$ cat src/rtl/transmissor_serial_paridade_pkg.sv
// Shared definitions for the parity serial transmitter: FSM encoding,
// frame length and the parity rule also used by the parity verifier.
package transmissor_serial_paridade_pkg;

  typedef enum logic [2:0] {
    OCIOSO   = 3'd0,
    INICIO   = 3'd1,
    DADOS    = 3'd2,
    PARIDADE = 3'd3,
    PARADA   = 3'd4
  } estado_t;

  localparam int BITS_QUADRO      = 11;
  localparam int LARGURA_CONTADOR = 16;

  // Parity bit that makes (ones in d + bit) odd when impar=1, even otherwise.
  function automatic logic calc_paridade(input logic [7:0] d, input logic impar);
    return (^d) ^ impar;
  endfunction

endpackage

$ cat src/rtl/transmissor_serial_paridade_if.sv
// Byte handshake between a sender (master) and the serial transmitter (slave).
interface transmissor_serial_paridade_if;

  logic [7:0] dados;
  logic       valido;
  logic       pronto;

  modport master (output dados, output valido, input pronto);
  modport slave  (input dados, input valido, output pronto);

endinterface

$ cat src/rtl/transmissor_serial_paridade_contador.sv
// Bit-period down-counter: reloads to CICLOS_POR_BIT-1 on carga and flags
// expiry while enabled at zero.
module contador_bit
  import transmissor_serial_paridade_pkg::*;
#(
  parameter int CICLOS_POR_BIT = 4
) (
  input  logic clk,
  input  logic reset,
  input  logic carga,
  input  logic habilita,
  output logic expirou
);

  localparam logic [LARGURA_CONTADOR-1:0] RECARGA = LARGURA_CONTADOR'(CICLOS_POR_BIT - 1);

  logic [LARGURA_CONTADOR-1:0] contagem;

  always_ff @(posedge clk) begin
    if (reset) begin
      contagem <= '0;
    end else if (carga) begin
      contagem <= RECARGA;
    end else if (habilita && (contagem != '0)) begin
      contagem <= contagem - LARGURA_CONTADOR'(1);
    end
  end

  assign expirou = habilita && (contagem == '0);

endmodule

$ cat src/rtl/transmissor_serial_paridade.sv
// Serial transmitter: start, 8 data bits LSB first, parity, stop; each bit
// held CICLOS_POR_BIT cycles.
//   state    | meaning
//   OCIOSO   | line idle high, pronto=1, waiting for valido
//   INICIO   | start bit (0)
//   DADOS    | data bits 0..7, indice selects the current bit
//   PARIDADE | parity bit
//   PARADA   | stop bit (1), returns to OCIOSO
module transmissor_serial_paridade
  import transmissor_serial_paridade_pkg::*;
#(
  parameter int CICLOS_POR_BIT = 4,
  parameter bit PARIDADE_IMPAR = 1
) (
  input  logic                          clk,
  input  logic                          reset,
  transmissor_serial_paridade_if.slave  barramento,
  output logic                          tx,
  output logic                          ocupado,
  output logic                          bit_paridade
);

  estado_t    estado;
  logic [7:0] registro;
  logic [2:0] indice;
  logic       pronto_q;
  logic       aceita;
  logic       expirou;
  logic       carga;
  logic       habilita;

  assign aceita   = barramento.valido && pronto_q;
  assign habilita = (estado != OCIOSO);
  // No reload after the stop bit: the counter idles until the next acceptance.
  assign carga    = aceita || (expirou && (estado != PARADA));

  assign barramento.pronto = pronto_q;

  contador_bit #(
    .CICLOS_POR_BIT(CICLOS_POR_BIT)
  ) u_contador_bit (
    .clk      (clk),
    .reset    (reset),
    .carga    (carga),
    .habilita (habilita),
    .expirou  (expirou)
  );

  always_ff @(posedge clk) begin
    if (reset) begin
      estado       <= OCIOSO;
      tx           <= 1'b1;
      pronto_q     <= 1'b1;
      ocupado      <= 1'b0;
      bit_paridade <= 1'b0;
      indice       <= 3'd0;
      registro     <= 8'd0;
    end else begin
      case (estado)
        OCIOSO: begin
          if (aceita) begin
            registro     <= barramento.dados;
            bit_paridade <= calc_paridade(barramento.dados, PARIDADE_IMPAR);
            tx           <= 1'b0;
            pronto_q     <= 1'b0;
            ocupado      <= 1'b1;
            estado       <= INICIO;
          end
        end
        INICIO: begin
          if (expirou) begin
            tx     <= registro[0];
            indice <= 3'd0;
            estado <= DADOS;
          end
        end
        DADOS: begin
          if (expirou) begin
            if (indice == 3'd7) begin
              tx     <= bit_paridade;
              estado <= PARIDADE;
            end else begin
              // Bit 0 of the shift register is always the bit on the line.
              tx       <= registro[1];
              registro <= {1'b0, registro[7:1]};
              indice   <= indice + 3'd1;
            end
          end
        end
        PARIDADE: begin
          if (expirou) begin
            tx     <= 1'b1;
            estado <= PARADA;
          end
        end
        PARADA: begin
          if (expirou) begin
            pronto_q <= 1'b1;
            ocupado  <= 1'b0;
            estado   <= OCIOSO;
          end
        end
        default: begin
          tx       <= 1'b1;
          pronto_q <= 1'b1;
          ocupado  <= 1'b0;
          estado   <= OCIOSO;
        end
      endcase
    end
  end

endmodule

$ cat src/flat_wrapper.sv
// flat-port wrapper written by rule: the top's interface ports become plain ports
module transmissor_serial_paridade_flat import transmissor_serial_paridade_pkg::*;
#(
  parameter int CICLOS_POR_BIT = 4,
  parameter bit PARIDADE_IMPAR = 1
)
  (clk, reset, tx, ocupado, bit_paridade, barramento_dados, barramento_valido, barramento_pronto);
  transmissor_serial_paridade_if barramento_i ();
  input  logic clk;
  input  logic reset;
  output logic tx;
  output logic ocupado;
  output logic bit_paridade;
  input wire logic [$bits(barramento_i.dados)-1:0] barramento_dados;
  input wire logic [$bits(barramento_i.valido)-1:0] barramento_valido;
  output wire logic [$bits(barramento_i.pronto)-1:0] barramento_pronto;
  assign barramento_i.dados = barramento_dados;
  assign barramento_i.valido = barramento_valido;
  assign barramento_pronto = barramento_i.pronto;
  transmissor_serial_paridade #(.CICLOS_POR_BIT(CICLOS_POR_BIT), .PARIDADE_IMPAR(PARIDADE_IMPAR)) u_core (.clk(clk), .reset(reset), .barramento(barramento_i), .tx(tx), .ocupado(ocupado), .bit_paridade(bit_paridade));
endmodule
$ cat config.mk
export PLATFORM = sky130hd
export DESIGN_NAME = transmissor_serial_paridade_flat
export DESIGN_NICKNAME = d
export VERILOG_FILES = /design/src/rtl/transmissor_serial_paridade_pkg.sv /design/src/rtl/transmissor_serial_paridade_if.sv /design/src/rtl/transmissor_serial_paridade_contador.sv /design/src/rtl/transmissor_serial_paridade.sv /design/src/flat_wrapper.sv
export SDC_FILE = /design/constraint.sdc
export NUM_CORES = 1
export LEC_CHECK = 0
export ABC_AREA = 1
export BUFFER_PORTS_ARGS = -buffer_cell sky130_fd_sc_hd__buf_2
export CORE_ASPECT_RATIO = 1.2
export CORE_UTILIZATION = 40
export CTS_BUF_LIST = sky130_fd_sc_hd__clkbuf_2
export DETAILED_ROUTE_END_ITERATION = 12
export PLACE_DENSITY_LB_ADDON = 0.08
export SETUP_SLACK_MARGIN = 0.1
export SYNTH_ARGS = -nofsm -noshare
export SYNTH_HDL_FRONTEND = slang
export SYNTH_SLANG_ARGS = --single-unit
export TNS_END_PERCENT = 30
$ cat constraint.sdc
create_clock -name clk -period 1.7 [get_ports clk]
set_input_delay 0.17 -clock clk [delete_from_list [all_inputs] [get_ports clk]]
set_output_delay 0.17 -clock clk [all_outputs]
set_load 0.03 [all_outputs]
Yosys cells after proc, flatten, opt, wreduce, memory -nomap -nowiden
Index checks and enable logic that the tools add are counted.

cells by class
  add/subtract/negate cells = 2
  equal/unequal tests = 13
  multiplexer cells = 26
  bitwise gates (word level) = 3
  reductions and logical operators = 21

operators by type and width
  operator                                                               count
  3-bit 2-to-1 mux                                                       8
  8-bit 2-to-1 mux                                                       3
  16-bit zero test                                                       1
  8-bit one-hot mux with 2 select lines                                  1
  16-bit nonzero test                                                    1
  16-bit by 1-bit subtractor with 16-bit output, second input constant   1
  3-bit one-hot mux with 5 select lines                                  1
  2-bit by 1-bit != test with 1-bit output, second input constant        6
  4-bit AND reduction                                                    2
  8-bit parity                                                           1
  1-bit 2-to-1 mux                                                       7
  3-bit by 2-bit equality test with 1-bit output, second input constant  2
  3-bit equality test, second input constant                             2
  1-bit one-hot mux with 3 select lines                                  2
  3-bit one-hot mux with 2 select lines                                  1
  6-bit AND reduction                                                    1
  2-bit nonzero test                                                     3
  1-bit one-hot mux with 5 select lines                                  1
  5-bit AND reduction                                                    1
  1-bit logical AND                                                      4
  2-bit 2-to-1 mux                                                       2
  3-bit by 1-bit adder with 3-bit output, second input constant          1
  3-bit by 1-bit equality test with 1-bit output, second input constant  1
  3-bit zero test                                                        1
  9 further kinds                                                        11

storage, ports and cells
  bits in registers = 34
  output and inout port bits = 4
  logic and storage cells = 74

Logic depth before layout (Yosys ltp)
Gate-level depths: netlist (run 1).

  depth after elaboration = 5
  gate-level depth with buffers = 11
  mapped depth without buffers = 11

By module
Synthesis (run 1) repeated with hierarchy kept, for this count alone.

second synthesis, totals
  cell total of the unflattened synthesis = 343
  area total of the unflattened synthesis = 2,195.9 um^2

modules (own cells, without submodules)
  module                       instances  cells each  area each (um^2)
  transmissor_serial_paridade  1          179         1,116.1
  contador_bit                 1          164         1,079.8

Least setup slack after synthesis (run 1)
No wires, ideal clock.

  kind = register -> register
  start point = register u_core.indice[0]
  end point = register u_core.registro[7]
  arrival time = 1.347 ns
  setup slack = 0.240 ns
  cell stages (with the launch flop) = 11
  clock period less this slack = 1.460 ns
  cell sequence = dfxtp_1 > ha_1 > ha_1 > nor2_4 > inv_1 > nand2_1 > inv_2 > nor2_8 > nand2_1 > nand2_1 > nor2_1

on the way
  cells in the longest elaborated chain, start to end = 3

ends and longest elaborated chain
  element                               RTL line                           text
  start: declaration                    transmissor_serial_paridade.sv:25  logic [2:0] indice;
  start signal: assignment              transmissor_serial_paridade.sv:86  indice <= indice + 3'd1;
  3-bit equality test                   transmissor_serial_paridade.sv:79  if (indice == 3'd7) begin
  2-bit != test (no source line)        n/a
  4-bit AND reduction (no source line)  n/a
  end signal: assignment                transmissor_serial_paridade.sv:62  registro <= barramento.dados;
  end signal: assignment                transmissor_serial_paridade.sv:85  registro <= {1'b0, registro[7:1]};
  end: declaration                      transmissor_serial_paridade.sv:24  logic [7:0] registro;

No other way between the ends.
A chain may end at the register's enable or synchronous reset.

Final worst setup path (run 1)
  start point = register u_core.u_contador_bit.contagem[0]
  end point = register u_core.u_contador_bit.contagem[7]

on the way
  cells in the longest elaborated chain, start to end = 5

ends and longest elaborated chain
  element                                                                                RTL line                                    text
  start: declaration                                                                     transmissor_serial_paridade_contador.sv:17  logic [LARGURA_CONTADOR-1:0] contagem;
  start signal: assignment                                                               transmissor_serial_paridade_contador.sv:25  contagem <= contagem - LARGURA_CONTADOR'(1);
  branches (longest 5 deep; another with 16-bit by 1-bit subtractor with 16-bit output)  n/a

Several ways; the timed one is not identified.

==> results_tabular.tex, run 1 <==
\begin{tabular}{lr}
\hline
Metric & Value \\
\hline
\multicolumn{2}{l}{\textbf{Die}} \\
DIE WIDTH & around 67 um \\
Row Count & 27 \\
IO Pins & 15 \\
Die outline height & about 80 um \\
Initial standard-cell utilization of the core & 0.4274 \\
Floorplan core area & 4696 um2 \\
Total Die Area & around 5300 um2 \\
\multicolumn{2}{l}{\textbf{STA}} \\
Max-slew violations & 0 \\
Maximum clock skew at final layout & 10.61 ps \\
Worst Hold Margin & around 100 ps \\
Relative slew slack & 0.7710 \\
Share of the clock period used by the worst path after layout & 0.9131 \\
Fin crit period & 1552 ps \\
Total count of hold-check failures in the final report & 0 \\
Max Clock Freq & 644.2 MHz \\
Setup repair after global routing missed its margin & true \\
Actual transition at the worst max-transition pin & between 300 and 400 ps \\
Final Setup Violations & 0 \\
Setup Total Neg Slack & 0 ps \\
\multicolumn{2}{l}{\textbf{Global route}} \\
Via count of the first global-routing pass & 1688 \\
Total routing resource utilization after global routing & 0.1834 \\
Global-route wire length before repair & 7445 um \\
Number of antenna violations at the first check in global routing & 0 \\
Grt ovf & 0 \\
Maximum number of pins on one net before global-route repair & 25 \\
\multicolumn{2}{l}{\textbf{Clock tree}} \\
CTS Hold Buffers Added & 0 \\
Num CTS Buffers & 5 \\
Maximum buffer depth of the clock tree & 2 \\
Clock latency reported for the late side of the worst-skew pair & 380 ps \\
Clock Sinks & 34 \\
TritonCTS clock tree & yes \\
Maximum level of the CTS H-tree & 2 \\
Clock tree root buffer cell & sky130\_fd\_sc\_hd\_\_clkbuf\_2 \\
Clock slew at the register clock pins of the worst setup and hold paths & 170 ps \\
\multicolumn{2}{l}{\textbf{Yosys}} \\
Share of cell area taken by muxes after synthesis & 0 \\
Number of flip-flops and latches in the synthesized netlist & 34 \\
Proportion of synthesized chip area in sequential cells & 0.3392 \\
Biggest area contributors in the synthesized netlist & sky130\_fd\_sc\_hd\_\_dfxtp\_1 34\%, sky130\_fd\_sc\_hd\_\_nand2\_1 18\%, sky130\_fd\_sc\_hd\_\_a21oi\_1 7.7\% \\
Distinct cell type count after synthesis & 29 \\
Synthesized net count & between 300 and 400 \\
Synth warn & 0 \\
Dominant combinational cell family by area after synthesis & simple AND/OR/NAND/NOR gates \\
Post-Synthesis Mean Instance Area & 6.826 um2 \\
Total standard cell area after synthesis & 2007 um2 \\
Post-synthesis instance total & a little under 300 \\
Share of async-settable or async-resettable flops after synthesis & 0 \\
Leading register cell type out of synthesis & sky130\_fd\_sc\_hd\_\_dfxtp\_1 \\
Complex-gate fraction of the synthesized area & 0.1378 \\
EDFF count, synth & 0 \\
Area share of and/or/nand/nor cells after synthesis & 0.3498 \\
Top cell type's share of synthesized area & 0.3392 \\
Adder and majority gate portion of the synthesized area & 0.02494 \\
XOR/XNOR share of the synthesized area & 0.07419 \\
Largest area contributor in the netlist & sky130\_fd\_sc\_hd\_\_dfxtp\_1 \\
\multicolumn{2}{l}{\textbf{Place}} \\
RD Place Congestion & between 0.7 and 0.8 \\
Number of I/O port buffers & 14 \\
Total placed instance area & roughly 2100 um2 \\
DPL Wire Length & 3241 um \\
\multicolumn{2}{l}{\textbf{Hold path}} \\
Number of stages on the worst hold path & 5 \\
Start point of the worst hold path & barramento\_dados[7] \\
Hold Path Class & in2reg \\
WHS Endpoint & u\_core.registro[7] \\
\multicolumn{2}{l}{\textbf{Detailed routing}} \\
Number of detailed-routing iterations run before antenna repair & 4 \\
Detailed-route vias per instance & 4.821 \\
Per-cell routed wire length & 11.47 um \\
Via count & 1827 \\
Final routed wirelength across all metal layers & 4348 um \\
Routed Antenna Nets & 0 \\
Initial DRC count & 55 \\
DRC Markers & 0 \\
\multicolumn{2}{l}{\textbf{Status}} \\
Result of the run & completed \\
\multicolumn{2}{l}{\textbf{Worst setup path}} \\
Type of origin of the critical path & flip-flop \\
CP arrival & 1840 ps \\
Worst setup EP type & flip-flop \\
Crit Path Class & reg2reg \\
Length in cells of the worst reg-to-reg path & 10 \\
Setup slack of the most critical reg-to-reg path & 150 ps \\
CP required & 1990 ps \\
Critical R2R Launch & u\_core.u\_contador\_bit.contagem[0] \\
Worst reg2reg endpoint & u\_core.u\_contador\_bit.contagem[7] \\
CP Max Fanout & 5 \\
\multicolumn{2}{l}{\textbf{Flow run}} \\
Count of maximum capacitance violations & 0 \\
\multicolumn{2}{l}{\textbf{Cells and area}} \\
Number of nets in the layout & 335 \\
Fraction of layout instances using a drive strength above 1 & 0.2243 \\
Antenna cells & 0 \\
Cell area after layout & around 2300 um2 \\
Area added between synthesis and finish & 13.15\% \\
Count of fill cells added during filler insertion & 501 \\
\hline
\end{tabular}
-- how the worst max path moves through the flow --
stage                                      startpoint                           endpoint  slack (ps)  depth (start not counted)
floorplan                            u_core.indice[0]                 u_core.registro[7]         240                         10
global placement    u_core.u_contador_bit.contagem[0]                 u_core.registro[7]         130                         11
detailed placement  u_core.u_contador_bit.contagem[0]                 u_core.registro[1]         100                         10
CTS                 u_core.u_contador_bit.contagem[0]                 u_core.registro[4]         120                         10
global route        u_core.u_contador_bit.contagem[1]                          u_core.tx          40                         10
finish              u_core.u_contador_bit.contagem[0]  u_core.u_contador_bit.contagem[7]         150                         10
-- metal layers --
| layer | GRT usage | part of all wire | vias up |
|---|---|---|---|
| li1 | - | - | 978 |
| met1 | 0.2114 | 0.46 | 826 |
| met2 | 0.3232 | 0.50 | 18 |
| met5 | 0 | 0 | - |
| met4 | 0.06383 | 0.015 | 0 |
| met3 | 0.04286 | 0.023 | 5 |
-- state kept, by name, indices dropped and copies added, names as in the netlist --
name / flops
u_core.estado: 3
u_core.u_contador_bit.contagem: 16
u_core.bit_paridade: 1
u_core.ocupado: 1
u_core.registro: 8
u_core.tx: 1
u_core.barramento.pronto: 1
u_core.indice: 3
-- cell type report --
cell class	count	area, um2	share of cell area
clock inverter	2	8.758	0.003857
multi-input combinational	229	1210	0.5328
sequential	34	691.9	0.3047
clock buffer	6	30.03	0.01322
tap	58	72.57	0.03196
timing repair buffer	24	145.1	0.06391
inverter	26	112.6	0.04959
-- kinds of logic after synthesis --
family	count (synthesis)
AO/OA/AOI/OAI	51
flip-flops	34
AND/OR/NAND/NOR	156
buffers and inverters	32
adder cells (fa/ha/maj)	4
XOR/XNOR	17
-- through the flow --
| step | worst slack, ps | cells | utilization |
|---|---|---|---|
| 3_5_place_dp | 99.64 | 365 | 0.4559 |
| 2_1_floorplan | 240.2 | 294 | - |
| 4_1_cts | 122.2 | 375 | 0.4674 |
| 6_report | 147.7 | 379 | 0.4836 |
| 3_3_place_gp | 126.9 | 365 | 0.4559 |
| 5_1_grt | 44.77 | 379 | 0.4836 |
-- cells in the final DEF (no fill, tap or decap), types with 7 or more instances in the layout --
cell	n
sky130_fd_sc_hd__nand2_2	7
sky130_fd_sc_hd__nand2_1	92
sky130_fd_sc_hd__buf_4	10
sky130_fd_sc_hd__nand3_1	8
sky130_fd_sc_hd__dfxtp_1	25
sky130_fd_sc_hd__xnor2_1	13
sky130_fd_sc_hd__nor2_2	7
sky130_fd_sc_hd__a21oi_1	30
sky130_fd_sc_hd__buf_2	14
sky130_fd_sc_hd__dfxtp_2	9
sky130_fd_sc_hd__inv_1	21
sky130_fd_sc_hd__nor2_1	30
sky130_fd_sc_hd__o21ai_0	10
-- critical path: stages (launching register included) --
cell	delay (ps)
sky130_fd_sc_hd__dfxtp_2	390
sky130_fd_sc_hd__inv_2	60
sky130_fd_sc_hd__ha_1	190
sky130_fd_sc_hd__nand2_1	110
sky130_fd_sc_hd__nor2_4	60
sky130_fd_sc_hd__nand2_4	120
sky130_fd_sc_hd__nand2_8	90
sky130_fd_sc_hd__buf_4	160
sky130_fd_sc_hd__nor2_1	110
sky130_fd_sc_hd__xnor2_1	130
sky130_fd_sc_hd__nor2_1	50
-- cell usage after synthesis, types with 3 or more instances --
cell type / instances
sky130_fd_sc_hd__ha_1: 4
sky130_fd_sc_hd__xor2_1: 4
sky130_fd_sc_hd__inv_2: 3
sky130_fd_sc_hd__nor2_1: 32
sky130_fd_sc_hd__nor2_2: 6
sky130_fd_sc_hd__xnor2_1: 13
sky130_fd_sc_hd__nand2_1: 94
sky130_fd_sc_hd__dfxtp_1: 34
sky130_fd_sc_hd__nand3b_1: 3
sky130_fd_sc_hd__nand2_2: 5
sky130_fd_sc_hd__nand3_1: 8
sky130_fd_sc_hd__o21ai_0: 10
sky130_fd_sc_hd__o21ai_1: 6
sky130_fd_sc_hd__a21oi_1: 31
sky130_fd_sc_hd__inv_1: 22
-- timing repair --
action / 4_1_cts / 5_1_grt
setup buffers: 2 / 3
gates resized for setup: 0 / 21
cloned: 0 / 1
setup endpoints to repair: 8 / 22
pin swaps: 2 / 7
Power of run 1 is left out: the tool's default activity adds up to more than one toggle a clock period on the data nets, which glitch-free logic cannot reach.
==> run 2: changes to the inputs <==
--- a/config.mk
+++ b/config.mk
@@ -8,7 +8,7 @@
 export ABC_AREA = 1
 export BUFFER_PORTS_ARGS = -buffer_cell sky130_fd_sc_hd__buf_2
 export CORE_ASPECT_RATIO = 1.2
-export CORE_UTILIZATION = 40
+export CORE_UTILIZATION = 37
 export CTS_BUF_LIST = sky130_fd_sc_hd__clkbuf_2
 export DETAILED_ROUTE_END_ITERATION = 12
 export PLACE_DENSITY_LB_ADDON = 0.08
==> constraint.sdc (replaced) <==
create_clock -name clk -period 1.28 [get_ports clk]
set_input_delay 0.128 -clock clk [delete_from_list [all_inputs] [get_ports clk]]
set_output_delay 0.128 -clock clk [all_outputs]
set_load 0.03 [all_outputs]
==> run 2 against run 1 <==
Net effect: the run now ends with negative setup slack left; clock-buffer cell count up 1; worst hold slack worse by 20 ps; sequential share of layout area down 5.7 points; global-route usage up 0.30 points; die area up 7.9%; clock skew up 8.3 ps; utilization up 5.1 points; critical path type unchanged; largest cell class unchanged; sequential cell count unchanged; critical endpoint is now u_core.registro[5]; highest routed layer unchanged; maximum frequency up 7.3%.
==> results_tabular.tex, run 2 (synthesis results as in run 1) <==
\begin{tabular}{lr}
\hline
Metric & Value \\
\hline
\multicolumn{2}{l}{\textbf{Global route}} \\
Global-route wire length before repair & 8404 um (was 7445 um) \\
Maximum number of pins on one net before global-route repair & 14 (was 25) \\
Via count of the first global-routing pass & 1902 (was 1688) \\
Grt ovf & 0 (unchanged) \\
Number of antenna violations at the first check in global routing & 0 (unchanged) \\
Total routing resource utilization after global routing & 0.1864 (was 0.1834) \\
\multicolumn{2}{l}{\textbf{Flow run}} \\
Count of maximum capacitance violations & 0 (unchanged) \\
\multicolumn{2}{l}{\textbf{STA}} \\
Setup repair after global routing missed its margin & true (unchanged) \\
Actual transition at the worst max-transition pin & 454.5 ps (was 342.2 ps) \\
Total count of hold-check failures in the final report & 0 (unchanged) \\
Fin crit period & 1446 ps (was 1552 ps) \\
Maximum clock skew at final layout & 18.90 ps (was 10.61 ps) \\
Final Setup Violations & 31 (was 0) \\
Share of the clock period used by the worst path after layout & 1.130 (was 0.9131) \\
Setup WS post-layout & -166.4 ps (was 147.7 ps) \\
Relative slew slack & 0.6967 (was 0.7710) \\
Max Clock Freq & 691.4 MHz (was 644.2 MHz) \\
Max-slew violations & 0 (unchanged) \\
\multicolumn{2}{l}{\textbf{Clock tree}} \\
Clock Sinks & 34 (unchanged) \\
Clock tree root buffer cell & sky130\_fd\_sc\_hd\_\_clkbuf\_2 (unchanged) \\
Maximum level of the CTS H-tree & 2 (unchanged) \\
Maximum buffer depth of the clock tree & 2 (unchanged) \\
Clock latency reported for the late side of the worst-skew pair & 390 ps (was 380 ps) \\
Clock slew at the register clock pins of the worst setup and hold paths & 160 ps (was 170 ps) \\
TritonCTS clock tree & yes (unchanged) \\
Num CTS Buffers & 5 (unchanged) \\
\multicolumn{2}{l}{\textbf{Status}} \\
Result of the run & finished with violations (was completed) \\
Violated checks & negative setup slack \\
\multicolumn{2}{l}{\textbf{Detailed routing}} \\
Final routed wirelength across all metal layers & 5142 um (was 4348 um) \\
Via count & 2031 (was 1827) \\
DRC Markers & 0 (unchanged) \\
Routed Antenna Nets & 0 (unchanged) \\
Per-cell routed wire length & 12.01 um (was 11.47 um) \\
Number of detailed-routing iterations run before antenna repair & 4 (unchanged) \\
Initial DRC count & 58 (was 55) \\
Detailed-route vias per instance & 4.745 (was 4.821) \\
\multicolumn{2}{l}{\textbf{Worst setup path}} \\
CP arrival & 1760 ps (was 1840 ps) \\
Crit Path Class & reg2reg (unchanged) \\
Cell Chain, Critical Path & ha\_2 > ha\_4 > nor2\_4 > inv\_2 > nand2\_4 > inv\_6 > nor2\_8 > nand2\_1 > a21oi\_1 (was inv\_2 > ha\_1 > nand2\_1 > nor2\_4 > nand2\_4 > nand2\_8 > buf\_4 > nor2\_1 > xnor2\_1 > nor2\_1) \\
Worst setup EP type & flip-flop (unchanged) \\
Length in cells of the worst reg-to-reg path & 9 (was 10) \\
Setup slack of the most critical reg-to-reg path & -170 ps (was 150 ps) \\
CP required & 1600 ps (was 1990 ps) \\
Kind of cell adding the most delay to the critical path & simple AND/OR/NAND/NOR gates (unchanged) \\
Slowest cell on crit path & sky130\_fd\_sc\_hd\_\_dfxtp\_2 (unchanged) \\
Crit path depth & 9 (was 10) \\
Number of buffers and inverters on the critical path & 2 (unchanged) \\
CP Max Fanout & 5 (unchanged) \\
Type of origin of the critical path & flip-flop (unchanged) \\
Peak per-stage delay on the critical path & 360 ps (was 390 ps) \\
\multicolumn{2}{l}{\textbf{Cells and area}} \\
Cell area after layout & 2814 um2 (was 2271 um2) \\
Top register by number of flip-flops & u\_core.u\_contador\_bit.contagem (unchanged) \\
Flip-flop count of the largest register, all copies and words added & 16 (unchanged) \\
Area added between synthesis and finish & 40.21\% (was 13.15\%) \\
Number of nets in the layout & 381 (was 335) \\
Multi-input gate area in the final layout & 1369 um2 (was 1210 um2) \\
Flip-flop and latch area & 695.7 um2 (was 691.9 um2) \\
Count of fill cells added during filler insertion & 546 (was 501) \\
Most common cell after layout, fill and taps aside & sky130\_fd\_sc\_hd\_\_nand2\_1 (unchanged) \\
Antenna cells & 0 (unchanged) \\
Core occupancy in the finished layout & 0.5348 (was 0.4836) \\
Leading cell types in the layout, fill and taps excluded & 84 x sky130\_fd\_sc\_hd\_\_nand2\_1, 51 x sky130\_fd\_sc\_hd\_\_buf\_4, 23 x sky130\_fd\_sc\_hd\_\_a21oi\_1 (was 92 x sky130\_fd\_sc\_hd\_\_nand2\_1, 30 x sky130\_fd\_sc\_hd\_\_nor2\_1, 30 x sky130\_fd\_sc\_hd\_\_a21oi\_1) \\
Regs by FF count & u\_core.u\_contador\_bit.contagem: 16 flops, u\_core.registro: 8 flops (unchanged) \\
Fraction of layout instances using a drive strength above 1 & 0.4126 (was 0.2243) \\
Post-Layout Cell Count & 428 (was 379) \\
\multicolumn{2}{l}{\textbf{Place}} \\
DPL Wire Length & 3627 um (was 3241 um) \\
Total placed instance area & 2551 um2 (was 2141 um2) \\
RD Place Congestion & 0.8037 (was 0.7818) \\
Number of I/O port buffers & 14 (unchanged) \\
Number of placed instances with taps included & 412 (was 365) \\
\multicolumn{2}{l}{\textbf{Die}} \\
DIE WIDTH & 69.23 um (was 66.66 um) \\
Row Count & 29 (was 27) \\
IO Pins & 15 (unchanged) \\
Floorplan core area & 5261 um2 (was 4696 um2) \\
Total Die Area & 5724 um2 (was 5306 um2) \\
Initial standard-cell utilization of the core & 0.3815 (was 0.4274) \\
Die outline height & 82.68 um (was 79.60 um) \\
\multicolumn{2}{l}{\textbf{Hold path}} \\
Number of stages on the worst hold path & 5 (unchanged) \\
Hold Path Class & in2reg (unchanged) \\
\hline
\end{tabular}
==> run 2: cell types whose count changed in the layout (fill, tap and decap cells not counted), sizes merged <==
cell      delta
nand2        +1
clkinv       -2
clkinvlp     +1
clkbuf       +1
buf         +44
==> run 2: worst paths after layout <==
check	start	to
max	u_core.indice[1]	u_core.registro[5]
min	barramento_dados[7]	u_core.registro[7]
max reg2reg	u_core.indice[1]	u_core.registro[5]
min reg2reg	u_core.indice[0]	u_core.indice[0]
==> run 2: per-stage QoR <==
step | TNS, ps | worst slack (ps) | hold WS [ps]
2_1_floorplan | -1266 | -92.28 | 197.1
3_3_place_gp | -3897 | -177.9 | 452.1
3_5_place_dp | -4310 | -192.6 | 452.6
4_1_cts | -3673 | -141.1 | 48.40
5_1_grt | -7022 | -265.9 | 102.3
6_report | -3912 | -166.4 | 85.20
==> run 2: per-layer routing <==
layer | track usage | share of wire | up-vias
met1 | 0.1939 | 0.43 | 922
met5 | 0 | 0 | -
met4 | 0.07347 | 0.020 | 0
met3 | 0.03762 | 0.021 | 9
li1 | - | - | 1078
met2 | 0.3689 | 0.53 | 22
==> run 2: repair_timing <==
| item | 4_1_cts | 5_1_grt |
|---|---|---|
| setup endpoints to repair | 35 | 35 |
| resized for setup | 32 | 26 |
| cloned | 3 | 0 |
| pin swaps | 13 | 7 |
| hold buffers | 0 | 0 |
| setup buffers | 5 | 1 |
==> run 2: area by class of cell <==
| cell class | instances | area share |
|---|---|---|
| multi-input combinational | 230 | 0.4864 |
| timing repair inverter | 1 | 0.002668 |
| tap | 62 | 0.02757 |
| clock buffer | 7 | 0.01245 |
| timing repair buffer | 68 | 0.1845 |
| inverter | 26 | 0.03913 |
| sequential | 34 | 0.2472 |
==> run 2: worst register-to-register path, stage by stage (launching register included) <==
cell and delay, ps:
sky130_fd_sc_hd__dfxtp_2 360, sky130_fd_sc_hd__ha_2 190, sky130_fd_sc_hd__ha_4 170, sky130_fd_sc_hd__nor2_4 90
sky130_fd_sc_hd__inv_2 60, sky130_fd_sc_hd__nand2_4 110, sky130_fd_sc_hd__inv_6 60, sky130_fd_sc_hd__nor2_8 140
sky130_fd_sc_hd__nand2_1 70, sky130_fd_sc_hd__a21oi_1 130
Power of run 2 is left out for the same reason.
